==> config.mk <==
export PLATFORM = sky130hd
export DESIGN_NAME = wb_arbiter
export DESIGN_NICKNAME = d
export VERILOG_FILES = /design/src/rtl/wb_arbiter_pkg.sv /design/src/rtl/wb_scoreboard.sv /design/src/rtl/wb_arbiter.sv
export SDC_FILE = /design/constraint.sdc
export NUM_CORES = 1
export LEC_CHECK = 0
export ABC_AREA = 1
export BUFFER_PORTS_ARGS = -buffer_cell sky130_fd_sc_hd__buf_2
export CAP_MARGIN = 20
export CORE_MARGIN = 5
export CORE_UTILIZATION = 35
export CTS_CLUSTER_SIZE = 24
export DETAILED_ROUTE_END_ITERATION = 7
export HOLD_SLACK_MARGIN = 0.02
export SETUP_SLACK_MARGIN = 0.3
export SLEW_MARGIN = 10
export SYNTH_ARGS = -nofsm -noshare
export SYNTH_HDL_FRONTEND = slang
export SYNTH_SLANG_ARGS = --single-unit
==> constraint.sdc <==
create_clock -name clk -period 2.7 [get_ports clk]
set_input_delay 0.27 -clock clk [delete_from_list [all_inputs] [get_ports clk]]
set_output_delay 0.27 -clock clk [all_outputs]
set_load 0.05 [all_outputs]
==> src/rtl/wb_arbiter_pkg.sv <==
// Shared widths, register-file constants and arbitration types for the
// writeback arbiter and its scoreboard.
package wb_arbiter_pkg;

  localparam int REG_W = 32;
  localparam int ADDR_W = 5;
  localparam int NUM_REGS = 1 << ADDR_W;
  localparam logic [ADDR_W-1:0] ZERO_REG = '0;
  localparam logic WRITE_ENABLE = 1'b1;
  localparam int STARVE_LIMIT_DEFAULT = 4;

  typedef enum logic {
    GRANT_LSU = 1'b0,
    GRANT_DIV = 1'b1
  } grant_e;

  typedef struct packed {
    logic              we;
    logic [ADDR_W-1:0] waddr;
    logic [REG_W-1:0]  wdata;
  } wr_req_t;

endpackage

==> src/rtl/wb_scoreboard.sv <==
// Busy-bit scoreboard for long-latency destinations; flags ID source hazards,
// treating a register written by this cycle's long grant as already available.
module wb_scoreboard
  import wb_arbiter_pkg::*;
(
  input  logic              clk,
  input  logic              rst,
  input  logic              set_valid,
  input  logic [ADDR_W-1:0] set_addr,
  input  logic              clr_valid,
  input  logic [ADDR_W-1:0] clr_addr,
  input  logic [ADDR_W-1:0] raddr1,
  input  logic [ADDR_W-1:0] raddr2,
  output logic              hazard
);

  logic [NUM_REGS-1:0] busy_reg;
  logic [NUM_REGS-1:0] set_vec;
  logic [NUM_REGS-1:0] clr_vec;
  logic                hit1;
  logic                hit2;

  genvar gi;
  generate
    for (gi = 0; gi < NUM_REGS; gi++) begin : g_bits
      // x0 is hard-wired, so it can never become busy.
      assign set_vec[gi] = (gi != 0) && set_valid && (set_addr == ADDR_W'(gi));
      assign clr_vec[gi] = clr_valid && (clr_addr == ADDR_W'(gi));
    end
  endgenerate

  // Set is applied after clear so a same-cycle issue to the same register wins.
  always_ff @(posedge clk or posedge rst) begin
    if (rst) begin
      busy_reg <= '0;
    end else begin
      busy_reg <= (busy_reg & ~clr_vec) | set_vec;
    end
  end

  always_comb begin
    hit1   = busy_reg[raddr1] && !(clr_valid && (clr_addr == raddr1));
    hit2   = busy_reg[raddr2] && !(clr_valid && (clr_addr == raddr2));
    hazard = hit1 || hit2;
  end

endmodule

==> src/rtl/wb_arbiter.sv <==
// Single-port register-file writeback arbiter: EX has priority, LSU and DIV
// share the remaining slots round-robin, and an aging counter holds EX off.
module wb_arbiter
  import wb_arbiter_pkg::*;
#(
  parameter int STARVE_LIMIT = STARVE_LIMIT_DEFAULT
) (
  input  logic              clk,
  input  logic              rst,
  input  logic              ex_we_i,
  input  logic [ADDR_W-1:0] ex_waddr_i,
  input  logic [REG_W-1:0]  ex_wdata_i,
  input  logic              lsu_valid_i,
  output logic              lsu_ready_o,
  input  logic [ADDR_W-1:0] lsu_waddr_i,
  input  logic [REG_W-1:0]  lsu_wdata_i,
  input  logic              div_valid_i,
  output logic              div_ready_o,
  input  logic [ADDR_W-1:0] div_waddr_i,
  input  logic [REG_W-1:0]  div_wdata_i,
  input  logic              iss_valid_i,
  input  logic [ADDR_W-1:0] iss_rd_i,
  input  logic [ADDR_W-1:0] id_raddr1_i,
  input  logic [ADDR_W-1:0] id_raddr2_i,
  output logic              id_hazard_o,
  output logic              ex_hold_o,
  output logic              reg_we_o,
  output logic [ADDR_W-1:0] reg_waddr_o,
  output logic [REG_W-1:0]  reg_wdata_o
);

  localparam int AGE_W = (STARVE_LIMIT < 1) ? 1 : $clog2(STARVE_LIMIT + 1);
  localparam logic [AGE_W-1:0] AGE_MAX = AGE_W'(STARVE_LIMIT);

  logic [AGE_W-1:0] age_reg;
  logic [AGE_W-1:0] age_next;
  logic             ex_hold_reg;
  logic             ex_hold_next;
  grant_e           last_grant_reg;

  logic    ex_active;
  logic    pick_lsu;
  logic    lsu_grant;
  logic    div_grant;
  logic    long_grant;
  wr_req_t wr_sel;

  always_comb begin
    ex_active = ex_we_i && !ex_hold_reg;
    // On a tie the requester not served last wins; reset leaves DIV as last.
    pick_lsu   = lsu_valid_i && (!div_valid_i || (last_grant_reg == GRANT_DIV));
    lsu_grant  = !rst && !ex_active && pick_lsu;
    div_grant  = !rst && !ex_active && div_valid_i && !pick_lsu;
    long_grant = lsu_grant || div_grant;

    wr_sel = '0;
    if (!rst && ex_active) begin
      wr_sel = '{we: WRITE_ENABLE, waddr: ex_waddr_i, wdata: ex_wdata_i};
    end else if (lsu_grant) begin
      wr_sel = '{we: WRITE_ENABLE, waddr: lsu_waddr_i, wdata: lsu_wdata_i};
    end else if (div_grant) begin
      wr_sel = '{we: WRITE_ENABLE, waddr: div_waddr_i, wdata: div_wdata_i};
    end

    // Writes to x0 still complete the handshake but never reach the file.
    reg_we_o    = wr_sel.we && (wr_sel.waddr != ZERO_REG);
    reg_waddr_o = reg_we_o ? wr_sel.waddr : '0;
    reg_wdata_o = reg_we_o ? wr_sel.wdata : '0;
    lsu_ready_o = lsu_grant;
    div_ready_o = div_grant;
  end

  // A hold cycle always consumes the starvation event, so hold lasts one cycle.
  always_comb begin
    age_next = age_reg;
    if (long_grant || ex_hold_reg) begin
      age_next = '0;
    end else if ((lsu_valid_i || div_valid_i) && (age_reg != AGE_MAX)) begin
      age_next = age_reg + AGE_W'(1);
    end
    ex_hold_next = (age_next == AGE_MAX) && !ex_hold_reg;
  end

  always_ff @(posedge clk or posedge rst) begin
    if (rst) begin
      age_reg        <= '0;
      ex_hold_reg    <= 1'b0;
      last_grant_reg <= GRANT_DIV;
    end else begin
      age_reg     <= age_next;
      ex_hold_reg <= ex_hold_next;
      if (lsu_grant) begin
        last_grant_reg <= GRANT_LSU;
      end else if (div_grant) begin
        last_grant_reg <= GRANT_DIV;
      end
    end
  end

  assign ex_hold_o = ex_hold_reg;

  wb_scoreboard u_scoreboard (
    .clk       (clk),
    .rst       (rst),
    .set_valid (iss_valid_i),
    .set_addr  (iss_rd_i),
    .clr_valid (long_grant),
    .clr_addr  (lsu_grant ? lsu_waddr_i : div_waddr_i),
    .raddr1    (id_raddr1_i),
    .raddr2    (id_raddr2_i),
    .hazard    (id_hazard_o)
  );

endmodule

==> impl_metrics.csv <==
group,metric,value,unit
status,status,"complete, no violations",
cts,clock_path_buffers,2,
worst_setup_path,worstSetupPathType,"flop to output pin",
cts,numCtsBuffers,5,
worst_setup_path,worstSetupEndpointType,"output pin",
worst_setup_path,cp_data_arrival_time,2.30,ns
grt,antenna_found_initial,0,
synth,ys_async_sr_fraction,100,%
finish,largest_reg_flops,32,
place,dpl-instance-area,4730,µm²
worst_setup_path,path_delay_family,"simple AND/OR/NAND/NOR gates",
detailed_routing,route.detailed.drc,0,
cts,cts-htree-levels,2,
grt,grt_pass1_wl,24100,µm
finish,fillers,1062,
sta,setup-violations-final,0,
sta,period_share,95.1,%
floorplan,die_h,113,µm
detailed_routing,vias,4788,
floorplan,die_area,12800,µm²
sta,fin_crit,2.57,ns
worst_setup_path,cp.required,2.43,ns
finish,instances_no_fill,924,
floorplan,io_pins,174,
pwr,leakage,2.79,nW
min_path,holdCritPathClass,"primary input to async pin",
detailed_routing,antenna_left,0,
synth,synth-edff-count,0,
pwr,powerDensity,584,nW/µm²
worst_setup_path,worstPathMaxFanout,16,
synth,ys_seq_area_share,24.9,%
floorplan,rows,37,
synth,synth_top_area_share,24.2,%
synth,synth_fp_nets,749,
synth,synthFlopType,"dfrtp_1",
cts,cts.sink_count,37,
grt,grt_remaining_overflow,0,
sta,hold_viol,0,
floorplan,initial_core_util,36.0,%
cts,cts_tree,"done",
cts,clkLatencyLatePin,0.29,ns
finish,final_util,50.5,%
synth,ys_ff_latch,37,
pwr,ir_drop,0.330,mV
place,portBuffers,173,
synth,syn-cell-area,3720,µm²
finish,syn2layout_area_growth,40.3,%
finish,drive_gt1_share,33.2,%
detailed_routing,vias_per_cell,5.18,
sta,worstMarginPinSlew,0.654,ns
synth,synthCells,615,
synth,avgSynthCellArea,6.05,µm²
worst_setup_path,path_common_cell,"nand2_4",
synth,synth_most_common_cell,"nand2_1",
worst_setup_path,worst-path-buf-inv,4,
place,placed_cells,906,
place,pre_cts_slack,0.311,ns
job,max-cap-violations,0,
detailed_routing,wl_per_cell,17.0,µm
place,gp_congestion,1.05,
synth,synth_cell_type_count,32,
detailed_routing,dr.first_iter.drc_count,404,
synth,netlist_top_cells_area,"dfrtp_1 24%, nand2_1 15%, inv_1 10%",
grt,grt_max_degree,38,
detailed_routing,totalWireLength,15700,µm
synth,yosysTopAreaCell,"dfrtp_1",
finish,design_area,5220,µm²
detailed_routing,dr.pass1.iters,5,
sta,fmax,390,MHz
floorplan,core-area,10300,µm²
synth,ys_warn_count,0,
cts,cts-root-buf,"clkbuf_8",
worst_setup_path,critPathLaunchType,"flop",
worst_setup_path,path_cells,"inv_2 > a21oi_4 > nand2_4 > nand2_4 > nand2_4 > inv_4 > nor2_4 > nor2_4 > nand2_4 > nor2_8 > buf_16 > nor2_4 > buf_4",
sta,fin_setup_tns,0,ns
finish,num-nets-final,922,
synth,yosys-top-cells-count,"152 x nand2_1, 101 x inv_1, 89 x nor2_1, 54 x nand3_1, 46 x o21ai_0",
grt,grt_usage,23.4,%
sta,grt_setup_unrepaired,"yes",
sta,fin_worst_skew,0.00678,ns
cts,cts_hold_buf,0,
floorplan,die_w,113,µm
worst_setup_path,slowest_stage,"dfstp_2",
finish,diodes,0,
sta,layout_setup_ws,0.133,ns
worst_setup_path,rrSetupSlack,0.51,ns
sta,relSlewSlack,56.4,%
place,hpwl,11900,µm
grt,grt_pass1_vias,4714,
sta,slew_viol_final,0,
cts,path_clk_slew,0.07,ns
worst_setup_path,slowest_delay,0.54,ns
==> logic make-up (layout without fill, tap and decap cells) <==
logic type                 after synthesis  count (layout)  synth area share [%]
adders and majority gates                2               2                 0.673
and+or+nand+nor                        335             335                  39.3
DFF                                     37              37                  24.9
xor gates and xnor gates                 2               2                 0.471
buffers and inverters                  129             302                  14.6
AOI/OAI and AO/OA                      110             110                  20.0
==> power breakdown <==
part	total, mW	switching (mW)	internal [mW]
registers	0.841	0.113	0.728
clock network	0.402	0.199	0.203
logic	1.80	1.18	0.622
total	3.05	1.49	1.55
==> through the flow <==
stage / hold WS (ns) / total power [mW]
4_1_cts: 0.180 / 3.01
6_report: 0.161 / 3.05
2_1_floorplan: 0.237 / 2.01
5_1_grt: 0.211 / 3.25
3_5_place_dp: 0.484 / 2.40
3_3_place_gp: 0.462 / 2.37
==> what timing repair did <==
item,4_1_cts,5_1_grt
pin swaps,1,1
buffers inserted,7,2
gates cloned,2,0
endpoints found under the setup margin,34,35
gates resized for setup,70,13
==> cell usage in the layout (no fill, tap or decap), types with 2 or more instances in the layout <==
cell type	Yosys	layout
nand2_1	152	148
buf_2	1	140
inv_1	101	99
nor2_1	89	81
nand3_1	54	48
o21ai_0	46	46
dfrtp_1	36	35
buf_4	0	33
a221oi_1	32	32
nor2_4	2	19
o211ai_1	18	18
nor2_2	26	17
buf_6	1	15
nand2_4	1	6
nand3_2	1	6
a21oi_1	6	6
clkbuf_8	0	6
nand2_2	5	4
o21ai_1	4	4
a21oi_4	2	3
inv_2	2	2
xor2_1	2	2
nand3b_1	2	2
ha_1	2	2
buf_16	0	2
==> routing by layer <==
layer  global-route usage (%)  routed length [µm]  vias up
li1                         -                   -     2330
met5                        0                   0        -
met2                     40.1                7640      243
met4                     10.3                 613        0
met1                     28.6                6160     2168
met3                     4.28                1250       47
==> worst min-delay path, stage by stage <==
cell and delay, ns:
buf_2 0.13, clkinvlp_4 0.07, buf_4 0.42
==> layout make-up <==
class	count	area (µm²)	area share, %
Clock buffer	7	86.3	1.65
Inverter	103	393	7.53
Multi-Input combinational cell	449	2430	46.6
Sequential cell	37	928	17.8
Tap cell	136	170	3.26
Timing Repair Buffer	192	1210	23.1
==> final timing paths <==
check	start	to	cells past startpoint
worst min register to register	u_scoreboard.busy_reg[5]$_DFF_PP0_	u_scoreboard.busy_reg[5]$_DFF_PP0_	2
worst max register to register	last_grant_reg$_DFFE_PP1P_	u_scoreboard.busy_reg[17]$_DFF_PP0_	10
worst max-delay path	last_grant_reg$_DFFE_PP1P_	reg_wdata_o[30]	13
worst min-delay path	rst	age_reg[2]$_DFF_PP0_	3
max in group asynchronous	rst	ex_hold_o$_DFF_PP0_	3
min in group clk	div_valid_i	last_grant_reg$_DFFE_PP1P_	3
Note: power is estimated with default switching activity, not from simulation.
